## config.mk

```make
export PLATFORM = sky130hd
export DESIGN_NAME = mem_bus_arbiter
export DESIGN_NICKNAME = d
export VERILOG_FILES = /design/src/rtl/mem_bus_arbiter_pkg.sv /design/src/rtl/mem_bus_arbiter_tag_table.sv /design/src/rtl/mem_bus_arbiter.sv
export SDC_FILE = /design/constraint.sdc
export NUM_CORES = 1
export LEC_CHECK = 0
export BUFFER_PORTS_ARGS = -buffer_cell sky130_fd_sc_hd__clkbuf_2
export CORE_AREA = 2 2 175 177
export DETAILED_ROUTE_END_ITERATION = 16
export DIE_AREA = 0 0 177 179
export GPL_ROUTABILITY_DRIVEN = 0
export PLACE_DENSITY = 0.48
export SLEW_MARGIN = 20
export SYNTH_ARGS = -nofsm -noshare
export SYNTH_HDL_FRONTEND = slang
export SYNTH_SLANG_ARGS = --single-unit
```

## constraint.sdc

```tcl
create_clock -name clock -period 3.2 [get_ports clock]
set_input_delay 0.8 -clock clock [delete_from_list [all_inputs] [get_ports clock]]
set_output_delay 0.8 -clock clock [all_outputs]
set_load 0.01 [all_outputs]
```

## src/rtl/mem_bus_arbiter_pkg.sv

```systemverilog
// mem_bus_arbiter_pkg: bus commands, sizes, tag type and requester ids shared by the arbiter slice
package mem_bus_arbiter_pkg;

    typedef enum logic [1:0] {
        BUS_NONE  = 2'd0,
        BUS_LOAD  = 2'd1,
        BUS_STORE = 2'd2
    } bus_command_e;

    localparam logic [1:0] BYTE   = 2'd0;
    localparam logic [1:0] HALF   = 2'd1;
    localparam logic [1:0] WORD   = 2'd2;
    localparam logic [1:0] DOUBLE = 2'd3;

    localparam int NUM_TAGS_DEF   = 16;
    localparam int MAX_DC_RUN_DEF = 4;

    typedef logic [3:0] mem_tag_t;

    typedef enum logic {
        REQ_IC = 1'b0,
        REQ_DC = 1'b1
    } requester_e;

endpackage

```

## src/rtl/mem_bus_arbiter_tag_table.sv

```systemverilog
// mem_tag_table: tracks owner and staleness of every outstanding load tag and classifies returns
module mem_tag_table
    import mem_bus_arbiter_pkg::*;
#(
    parameter int NUM_TAGS = NUM_TAGS_DEF
) (
    input  logic       clock,
    input  logic       reset,
    input  logic       alloc_en,
    input  mem_tag_t   alloc_tag,
    input  requester_e alloc_owner,
    input  logic       squash,
    input  mem_tag_t   ret_tag,
    output logic       ic_hit,
    output logic       dc_hit,
    output logic       stray
);

    logic [NUM_TAGS-1:0] live, owner_dc, stale;
    logic [NUM_TAGS-1:0] alloc_oh, ret_oh, squash_mask;
    logic                hit;

    // one-hot views of this cycle's allocate/return and of entries a flush marks stale
    always_comb begin
        alloc_oh    = alloc_en ? (NUM_TAGS'(1) << alloc_tag) : '0;
        ret_oh      = (ret_tag != '0) ? (NUM_TAGS'(1) << ret_tag) : '0;
        squash_mask = squash ? (live & ~owner_dc) : '0;
    end

    // table update; an allocate overrides a return of the same tag in the same cycle
    always_ff @(posedge clock or posedge reset) begin
        if (reset) begin
            live     <= '0;
            owner_dc <= '0;
            stale    <= '0;
        end else begin
            live     <= (live & ~ret_oh) | alloc_oh;
            owner_dc <= (alloc_owner == REQ_DC) ? (owner_dc | alloc_oh) : (owner_dc & ~alloc_oh);
            stale    <= ((stale | squash_mask) & ~alloc_oh)
                        | ((squash && alloc_owner == REQ_IC) ? alloc_oh : '0);
        end
    end

    // return classification; tag 0 is never live so it never hits
    always_comb begin
        hit    = live[ret_tag];
        dc_hit = hit && owner_dc[ret_tag];
        ic_hit = hit && !owner_dc[ret_tag] && !stale[ret_tag] && !squash;
        stray  = !reset && (ret_tag != '0) && !hit;
    end

endmodule

```

## src/rtl/mem_bus_arbiter.sv

```systemverilog
// mem_bus_arbiter: shares the memory port between I-cache and D-cache and routes tagged returns
module mem_bus_arbiter
    import mem_bus_arbiter_pkg::*;
#(
    parameter int NUM_TAGS   = NUM_TAGS_DEF,
    parameter int MAX_DC_RUN = MAX_DC_RUN_DEF
) (
    input  logic        clock,
    input  logic        reset,
    input  logic        ic_req,
    input  logic [31:0] ic_addr,
    input  logic        ic_squash,
    output mem_tag_t    ic_response,
    output logic [63:0] ic_data,
    output mem_tag_t    ic_tag,
    input  logic [1:0]  dc_command,
    input  logic [31:0] dc_addr,
    input  logic [63:0] dc_wdata,
    input  logic [1:0]  dc_size,
    output mem_tag_t    dc_response,
    output logic [63:0] dc_data,
    output mem_tag_t    dc_tag,
    output logic [1:0]  proc2mem_command,
    output logic [31:0] proc2mem_addr,
    output logic [63:0] proc2mem_data,
    output logic [1:0]  proc2mem_size,
    input  mem_tag_t    mem2proc_response,
    input  logic [63:0] mem2proc_data,
    input  mem_tag_t    mem2proc_tag,
    output logic        stray_tag
);

    localparam int RW = $clog2(MAX_DC_RUN + 1);

    logic [RW-1:0] run_cnt;
    logic          dc_grant, ic_grant, ic_hit, dc_hit, alloc_en;

    // grant mux: D-cache has priority until the I-cache has waited MAX_DC_RUN grants
    always_comb begin
        dc_grant         = !reset && (dc_command != BUS_NONE)
                           && !(ic_req && run_cnt == RW'(MAX_DC_RUN));
        ic_grant         = !reset && ic_req && !dc_grant;
        proc2mem_command = dc_grant ? dc_command : (ic_grant ? BUS_LOAD : BUS_NONE);
        proc2mem_addr    = dc_grant ? dc_addr : (ic_grant ? ic_addr : '0);
        proc2mem_data    = dc_grant ? dc_wdata : '0;
        proc2mem_size    = dc_grant ? dc_size : (ic_grant ? DOUBLE : BYTE);
        dc_response      = dc_grant ? mem2proc_response : '0;
        ic_response      = ic_grant ? mem2proc_response : '0;
        alloc_en         = (proc2mem_command == BUS_LOAD) && (mem2proc_response != '0);
        dc_tag           = dc_hit ? mem2proc_tag : '0;
        dc_data          = dc_hit ? mem2proc_data : '0;
        ic_tag           = ic_hit ? mem2proc_tag : '0;
        ic_data          = ic_hit ? mem2proc_data : '0;
    end

    // count consecutive D-cache grants made while the I-cache is waiting
    always_ff @(posedge clock or posedge reset) begin
        if (reset)
            run_cnt <= '0;
        else if (ic_grant || !ic_req)
            run_cnt <= '0;
        else if (dc_grant && run_cnt != RW'(MAX_DC_RUN))
            run_cnt <= run_cnt + RW'(1);
    end

    mem_tag_table #(.NUM_TAGS(NUM_TAGS)) u_tag_table (
        .clock       (clock),
        .reset       (reset),
        .alloc_en    (alloc_en),
        .alloc_tag   (mem2proc_response),
        .alloc_owner (dc_grant ? REQ_DC : REQ_IC),
        .squash      (ic_squash),
        .ret_tag     (mem2proc_tag),
        .ic_hit      (ic_hit),
        .dc_hit      (dc_hit),
        .stray       (stray_tag)
    );

endmodule

```

**After elaboration in Yosys (flattened, before gate mapping)**

Index checks and enable logic that the tools add are counted.

- Output and inout port bits: 245
- Bits in registers: 51
- Bits in latches: 0
- Memories: 0
- Bits in writable memories: 0
- Bits of input ports: 208
- Memory bits (read-only): 0

- Bitwise logic cells: 12
- Reduce and logical (&&, ||, !) cells: 27
- $add $sub $neg: 1
- Equality and inequality tests: 3
- Multipliers: 0
- Divide/modulo/power cells: 0
- Mux-type cells: 27
- Order comparisons: 1
- Shift-type cells: 2

Operators by type and width:

| kind | number |
|---|---|
| 64-bit 2-to-1 mux | 3 |
| 16-bit 2-to-1 mux | 5 |
| 16-bit AND | 4 |
| 32-bit 2-to-1 mux | 2 |
| 16-bit OR | 4 |
| 16-bit NOT | 3 |
| 1-bit by 4-bit left shift with 16-bit output, first input constant | 2 |
| 4-bit 2-to-1 mux | 4 |
| 1-bit logical AND | 14 |
| 1-bit binary-select mux with 4-bit select | 3 |
| 1-bit zero test | 8 |
| 4-bit nonzero test | 2 |
| 2-bit 2-to-1 mux | 3 |
| 3-bit 2-to-1 mux | 2 |
| 4-bit by 5-bit < comparator with 1-bit output, second input constant | 1 |
| 1-bit 2-to-1 mux | 5 |
| 2-bit nonzero test | 2 |
| 3-bit by 1-bit adder with 3-bit output, second input constant | 1 |
| 3-bit equality test, second input constant | 1 |
| 3-bit != test, second input constant | 1 |
| 2-bit by 1-bit equality test with 1-bit output, second input constant | 1 |
| 1-bit logical OR | 1 |
| 1-bit NOT | 1 |

**Logic depth before layout (Yosys ltp)**

Gate-level depths: netlist (run 1).

- Depth after elaboration: 14
- Depth in mapped cells: 9
- Gate-level depth less buffers: 6

**Modules after synthesis**

A second synthesis (run 1) with hierarchy kept.

- Cell total of the unflattened synthesis: 535
- Area, all modules: 4509.3 µm²

Modules (own cells, without submodules):

| module | instances | area each (µm²) | cells each | sequential area each (µm²) |
|---|---|---|---|---|
| mem_tag_table | 1 | 2487.4 | 232 | 1201.2 |
| mem_bus_arbiter | 1 | 2021.9 | 303 | 75.1 |

**Worst setup path after synthesis (run 1)**

Ideal clock, no wire load.

- Kind: input-to-output
- From: input mem2proc_tag[0]
- To: output ic_tag[2]
- Required time: 2.400 ns
- Path slack: -0.205 ns
- Cell stages on the path: 8
- Arrival time: 2.605 ns
- Path through: buf_6 -> buf_2 -> mux2i_1 -> a31o_2 -> clkbuf_1 -> clkbuf_1 -> o21ai_0 -> nor4_1

- Longest elaborated chain between the ends: 7
- Elaborated cells on any way between the ends: 12
- Those cells by class: 7 x mux; 5 x reduce/logical

Ends and longest elaborated chain:

| item | line | text |
|---|---|---|
| start: declaration | mem_bus_arbiter.sv:29 | `input mem_tag_t mem2proc_tag,` |
| 1-bit binary-select mux with 4-bit select | mem_bus_arbiter_tag_table.sv:48 | `ic_hit = hit && !owner_dc[ret_tag] && !stale[ret_tag] && !squash;` |
| 1-bit 2-to-1 mux (implied by the code) | mem_bus_arbiter_tag_table.sv:48 |  |
| 1-bit zero test | mem_bus_arbiter_tag_table.sv:48 |  |
| 1-bit logical AND | mem_bus_arbiter_tag_table.sv:48 |  |
| 1-bit logical AND (*) (2 in a row) | mem_bus_arbiter_tag_table.sv:48 |  |
| 4-bit 2-to-1 mux (*) | mem_bus_arbiter.sv:52 | `ic_tag = ic_hit ? mem2proc_tag : '0;` |
| end: declaration | mem_bus_arbiter.sv:15 | `output mem_tag_t ic_tag,` |

Mark *: on every way between the ends. The rest lies on a longest branch, timed or not. The select of a mux whose other input is x is not followed.

**Worst setup path after layout (run 1)**

- From: input mem2proc_tag[0]
- To: output ic_data[19]

- Longest elaborated chain between the ends: 7
- Elaborated cells on any way between the ends: 12
- Those cells by class: 7 x mux; 5 x reduce/logical

Ends and longest elaborated chain:

| item | line | text |
|---|---|---|
| 1-bit binary-select mux with 4-bit select | mem_bus_arbiter_tag_table.sv:48 |  |
| 1-bit 2-to-1 mux (implied by the code) | mem_bus_arbiter_tag_table.sv:48 |  |
| 1-bit zero test | mem_bus_arbiter_tag_table.sv:48 |  |
| 1-bit logical AND | mem_bus_arbiter_tag_table.sv:48 |  |
| 1-bit logical AND (*) (2 in a row) | mem_bus_arbiter_tag_table.sv:48 |  |
| 64-bit 2-to-1 mux (*) | mem_bus_arbiter.sv:53 | `ic_data = ic_hit ? mem2proc_data : '0;` |
| end: declaration | mem_bus_arbiter.sv:14 | `output logic [63:0] ic_data,` |

Marked as above.

==> impl_metrics.env, run 1 <==
export IMPL_die_area_um2=31680
export IMPL_synth_most_common_cell="clkbuf_1"
export IMPL_rsz0062_at_grt="true"
export IMPL_synth_nets=903
export IMPL_vias=7820
export IMPL_synth_edff_count=0
export IMPL_period_minus_slack_ps=3507
export IMPL_nNetsFinal=1412
export IMPL_path_class="in2out"
export IMPL_yosysTopAreaCell="dfrtp_1"
export IMPL_vdd_ir_drop_max_mv=0.2465
export IMPL_routed_via_density=4.891
export IMPL_rows=64
export IMPL_wl_per_cell_um=18.27
export IMPL_syn_area_um2=5655
export IMPL_run_status="complete, but fails checks"
export IMPL_start_util_pct=18.83
export IMPL_worstSkewPairLatency_ps=290
export IMPL_leakagePower_nw=5.372
export IMPL_grt_pass1_wl_mm=41.12
export IMPL_p_total_w=0.003601
export IMPL_htreeDepth=2
export IMPL_worst_pin_slew_ps=847.6
export IMPL_ys_ff_latch=51
export IMPL_critPathRequiredTime_ps=2400
export IMPL_r2r_start="run_cnt[0]"
export IMPL_ys_seq_area_share_pct=22.57
export IMPL_cts_sinks=51
export IMPL_cts_root_buf="clkbuf_16"
export IMPL_fin_ws_ps=-307.0
export IMPL_async_flop_share_pct=100.0
export IMPL_p_per_area_nw_per_um2=326.5
export IMPL_synth_area_leaders="dfrtp_1 23%, nor3b_1 9.3%, o31ai_1 8.9%, and3_1 7.6%, nor4_1 5.4%"
export IMPL_netlist_area_leader_share_pct=22.57
export IMPL_antenna_found_initial=0
export IMPL_fin_skew_ps=9.120
export IMPL_hold_viol_final=0
export IMPL_min_to="u_tag_table.live[0]"
export IMPL_cp_max_fo=12
export IMPL_antennaDiodeCount=0
export IMPL_tns_ps=-33510
export IMPL_netlist_instances=693
export IMPL_drt_antenna_violating_nets=0
export IMPL_fillers=3055
export IMPL_routed_wl_mm=29.21
export IMPL_critPathArrivalTime_ps=2710
export IMPL_drive_above_1_share_pct=63.34
export IMPL_violations="negative setup slack"
export IMPL_cts_clk_slew_worst_paths_ps=60
export IMPL_synthTopCellsByCount="74 x clkbuf_1, 70 x nor3b_1, 69 x and3_1"
export IMPL_yosys_warnings=0
export IMPL_r2r_end="u_tag_table.stale[14]"
export IMPL_endpoint_kind="primary output"
export IMPL_hpwl_mm=21.24
export IMPL_hold_depth=0
export IMPL_startpoint_type="input port"
export IMPL_final_period_utilization_pct=109.6
export IMPL_hold_class="reg2reg"
export IMPL_die_w_um=177
export IMPL_ios=453
export IMPL_slew_headroom_pct=43.29
export IMPL_grt_max_degree=71
export IMPL_place_port_buffers=452
export IMPL_fp_dieH_um=179
export IMPL_track_usage_pct=16.51
export IMPL_grt_overflow=0
export IMPL_core_um2=30030
export IMPL_drv_cap=0
export IMPL_pre_cts_ws_ps=-473.8
export IMPL_dr_pass1_iters=4
export IMPL_drt_first_iter_violations=387
export IMPL_postSynth_topFlopCell="dfrtp_1"
export IMPL_r2r_cells=7
export IMPL_area_growth_pct=95.04
export IMPL_ys_types=46
export IMPL_max_freq_ghz=0.2851
export IMPL_grt_pass1_vias=7217
export IMPL_postSynthAreaPerCell_um2=8.161
export IMPL_numCtsBuffers=5
export IMPL_cts_tree="yes"
export IMPL_cts_hold_buf=0
export IMPL_slew_violations=0
export IMPL_hold_start="u_tag_table.live[0]"
export IMPL_setup_viol=137
export IMPL_r2r_setup_slack_ps=1000
export IMPL_clockBufferDepth=2
export IMPL_drcViolationCount=0
## cell families after synthesis
family,Yosys count,synth area share [%]
mux,36,7.898
buf+inv,115,8.783
flops,51,22.57
fa+ha+maj,2,0.4424
simple gates,314,36.81
compound gates,175,23.50
## layout by cell type, fill, tap and decap left out, drive strengths merged, types with 3 or more instances in the layout
master and n:
a21boi 7, a21o 12, a21oi 10, a22o 33, a22oi 4, a311o 7, a31o 3, and2 5
and3 69, buf 218, clkbuf 397, dfrtp 51, inv 7, mux2 19, mux2i 12, mux4 5
nand2 27, nand2b 4, nand3 12, nand3b 16, nand4 3, nor2 17, nor2b 9, nor3 3
nor3b 70, nor4 69, o211ai 7, o21ai 14, o31ai 67, or4 7
## layer usage
metal | vias to the layer above | GRT usage, % | wire length [um]
li1 | 3725 | - | -
met1 | 3711 | 20.49 | 12140
met2 | 350 | 29.98 | 14570
met3 | 34 | 2.163 | 1795
met4 | 0 | 4.167 | 705
met5 | - | 0 | 0
## where the power goes
part           switching [W]  internal, W
combinational        0.00109      0.00109
clock               0.000240     0.000333
sequential         0.0000860     0.000759
## how the worst max path moves through the flow
stage,end,startpoint,cells after the start
global route,ic_tag[1],mem2proc_tag[0],7
global placement,dc_data[48],mem2proc_tag[2],12
detailed placement,dc_data[48],mem2proc_tag[2],12
finish,ic_data[19],mem2proc_tag[0],7
CTS,ic_data[26],mem2proc_tag[0],7
floorplan,ic_data[61],mem2proc_tag[0],6
## worst max-delay path, stage by stage
cell       delay, ps
clkbuf_16        120
mux4_2           490
mux2_4           300
a22o_4           340
buf_12           180
nor4_4           270
buf_2            180
## final cells by class
| type | instances | area [um2] | area share (%) |
|---|---|---|---|
| clock buffer | 7 | 152.6 | 1.384 |
| clock inverter | 1 | 7.507 | 0.06806 |
| inverter | 8 | 33.78 | 0.3063 |
| multi-input combinational | 527 | 4730 | 42.88 |
| sequential | 51 | 1276 | 11.57 |
| tap | 396 | 495.5 | 4.492 |
| timing repair buffer | 609 | 4335 | 39.30 |
## timing repair
action / 4_1_cts / 5_1_grt
setup buffers: 14 / 23
pin swaps: 4 / 5
gates cloned: 7 / 15
endpoints found under the setup margin: 137 / 137
gates resized for setup: 31 / 121
## per-stage QoR
step	hold slack [ps]	utilization (%)	std cells	cell area, um2
4_1_cts	420.5	34.22	1563	10270
6_report	422.8	36.73	1599	11030
2_1_floorplan	442.5	-	693	6321
3_3_place_gp	419.9	32.23	1534	9679
5_1_grt	438.0	36.73	1599	11030
3_5_place_dp	405.0	32.23	1534	9679
Note: power is estimated with default switching activity, not from simulation.
==> run 2: changes to the inputs <==
--- a/config.mk
+++ b/config.mk
@@ -7,6 +7,7 @@
 export LEC_CHECK = 0
 export BUFFER_PORTS_ARGS = -buffer_cell sky130_fd_sc_hd__clkbuf_2
 export CORE_AREA = 2 2 175 177
+export CTS_BUF_LIST = sky130_fd_sc_hd__clkbuf_4
 export DETAILED_ROUTE_END_ITERATION = 16
 export DIE_AREA = 0 0 177 179
 export GPL_ROUTABILITY_DRIVEN = 0
==> impl_metrics.env, run 2 (synthesis results as in run 1) <==
export IMPL_leakagePower_nw=5.343
export IMPL_combPwrFrac_pct=66.0
export IMPL_htreeDepth=2
export IMPL_cts_root_buf="clkbuf_4"
export IMPL_cts_tree="yes"
export IMPL_dr_pass1_iters=4
export IMPL_pwr_share_clk_pct=8.7
export IMPL_final_period_utilization_pct=109.7
export IMPL_startpoint_type="input port"
export IMPL_path_class="in2out"
export IMPL_start_util_pct=18.83
export IMPL_rsz0062_at_grt="true"
export IMPL_rows=64
export IMPL_crit_start="mem2proc_tag[0]"
export IMPL_die_area_um2=31680
export IMPL_critPathArrivalTime_ps=2710
export IMPL_swShare_pct=41.87
export IMPL_cts_clk_slew_worst_paths_ps=140
export IMPL_r2r_end="u_tag_table.stale[2]"
export IMPL_r2r_cells=7
export IMPL_hpwl_mm=21.24
export IMPL_drt_antenna_violating_nets=0
export IMPL_core_um2=30030
export IMPL_endpoint_kind="primary output"
export IMPL_intPower_w=0.001942
export IMPL_power_switching_w=0.001398
export IMPL_p_per_area_nw_per_um2=304.6
export IMPL_grt_max_degree=71
export IMPL_setup_viol=137
export IMPL_drcViolationCount=0
export IMPL_clockBufferDepth=2
export IMPL_cts_sinks=51
export IMPL_drive_above_1_share_pct=63.24
export IMPL_max_freq_ghz=0.2850
export IMPL_hold_viol_final=0
export IMPL_routed_via_density=4.886
export IMPL_period_minus_slack_ps=3509
export IMPL_violations="negative setup slack"
export IMPL_r2r_setup_slack_ps=980
export IMPL_wl_per_cell_um=18.34
export IMPL_power_frac_seq_pct=25.3
export IMPL_tns_ps=-33750
export IMPL_ios=453
export IMPL_vias=7827
export IMPL_drt_first_iter_violations=394
export IMPL_die_w_um=177
export IMPL_grt_pass1_wl_mm=41.09
export IMPL_hold_class="reg2reg"
export IMPL_area_growth_pct=93.92
export IMPL_nNetsFinal=1414
export IMPL_grt_pass1_vias=7201
export IMPL_worst_hold_slack_ps=438.0
export IMPL_track_usage_pct=16.50
export IMPL_slew_headroom_pct=43.48
export IMPL_drv_cap=0
export IMPL_critPathRequiredTime_ps=2400
export IMPL_r2r_start="run_cnt[0]"
export IMPL_worstSetupEndpoint="ic_data[19]"
export IMPL_final_common_cell="clkbuf_2"
export IMPL_slew_violations=0
export IMPL_fin_skew_ps=13.76
export IMPL_cp_max_fo=12
export IMPL_fp_dieH_um=179
export IMPL_place_port_buffers=452
export IMPL_grt_overflow=0
export IMPL_routed_wl_mm=29.38
export IMPL_numCtsBuffers=5
export IMPL_cts_hold_buf=0
export IMPL_final_cell_mix="376 x clkbuf_2, 85 x buf_4, 72 x buf_2"
export IMPL_antenna_found_initial=1
export IMPL_worstSkewPairLatency_ps=370
export IMPL_vdd_ir_drop_max_mv=0.1794
export IMPL_run_status="complete, but fails checks"
export IMPL_fin_ws_ps=-308.9
export IMPL_worst_pin_slew_ps=844.7
==> run 2: cell count changes in the layout (fill, tap and decap cells not counted), sizes merged <==
cell | before | now
clkinv | 0 | 2
diode | 0 | 1
==> run 2: worst max-delay path, stage by stage <==
cell	delay [ps]
clkbuf_16	120
mux4_2	490
mux2_4	300
a22o_4	340
buf_12	190
nor4_4	270
buf_2	180
==> run 2: how the worst min path moves through the flow <==
stage / slack (ps) / cells after the start / startpoint / endpoint
2_1_floorplan: 440 / 1 / u_tag_table.stale[0] / u_tag_table.stale[0]
3_3_place_gp: 420 / 0 / u_tag_table.live[0] / u_tag_table.live[0]
3_5_place_dp: 400 / 0 / u_tag_table.live[0] / u_tag_table.live[0]
4_1_cts: 440 / 0 / u_tag_table.live[0] / u_tag_table.live[0]
5_1_grt: 460 / 0 / u_tag_table.live[0] / u_tag_table.live[0]
6_report: 440 / 0 / u_tag_table.live[0] / u_tag_table.live[0]
==> run 2: routing by layer <==
| metal | track usage, % | up-vias | wire [um] |
|---|---|---|---|
| met5 | 0 | - | 0 |
| met4 | 4.270 | 0 | 655 |
| met3 | 2.184 | 30 | 1874 |
| met2 | 29.98 | 345 | 14750 |
| met1 | 20.40 | 3721 | 12100 |
| li1 | - | 3731 | - |
==> run 2: power by group through the flow <==
stage	combinational, W	clock [W]	sequential (W)
after global placement	0.00175	0	0.000852
after global routing	0.00234	0.000335	0.000857
after floorplan	0.00103	0	0.000816
after CTS	0.00192	0.000304	0.000839
after detailed placement	0.00175	0	0.000853
final	0.00220	0.000292	0.000845
==> run 2: cell type report <==
class                      instances  area [um2]
antenna                            1       2.502
fill                            3061       19060
sequential                        51        1276
timing repair buffer             611        4383
inverter                           8       33.78
clock inverter                     3       15.01
clock buffer                       5       37.54
tap                              396       495.5
multi-input combinational        527        4723
==> run 2: metrics by stage <==
step | total power [W] | instance area (um2) | setup WS (ps) | util [%] | cells
detailed placement | 0.002599 | 9679 | -473.8 | 32.23 | 1534
CTS | 0.003066 | 10170 | -334.1 | 33.86 | 1563
global route | 0.003531 | 10970 | -389.2 | 36.52 | 1602
floorplan | 0.001847 | 6321 | -105.3 | - | 693
finish | 0.003340 | 10970 | -308.9 | 36.52 | 1602
global placement | 0.002599 | 9679 | -454.6 | 32.23 | 1534
==> run 2: timing repair <==
item / 4_1_cts / 5_1_grt
resized for setup: 31 / 120
pin swaps: 4 / 5
cloned: 7 / 17
setup buffers: 14 / 23
setup endpoints to repair: 137 / 137
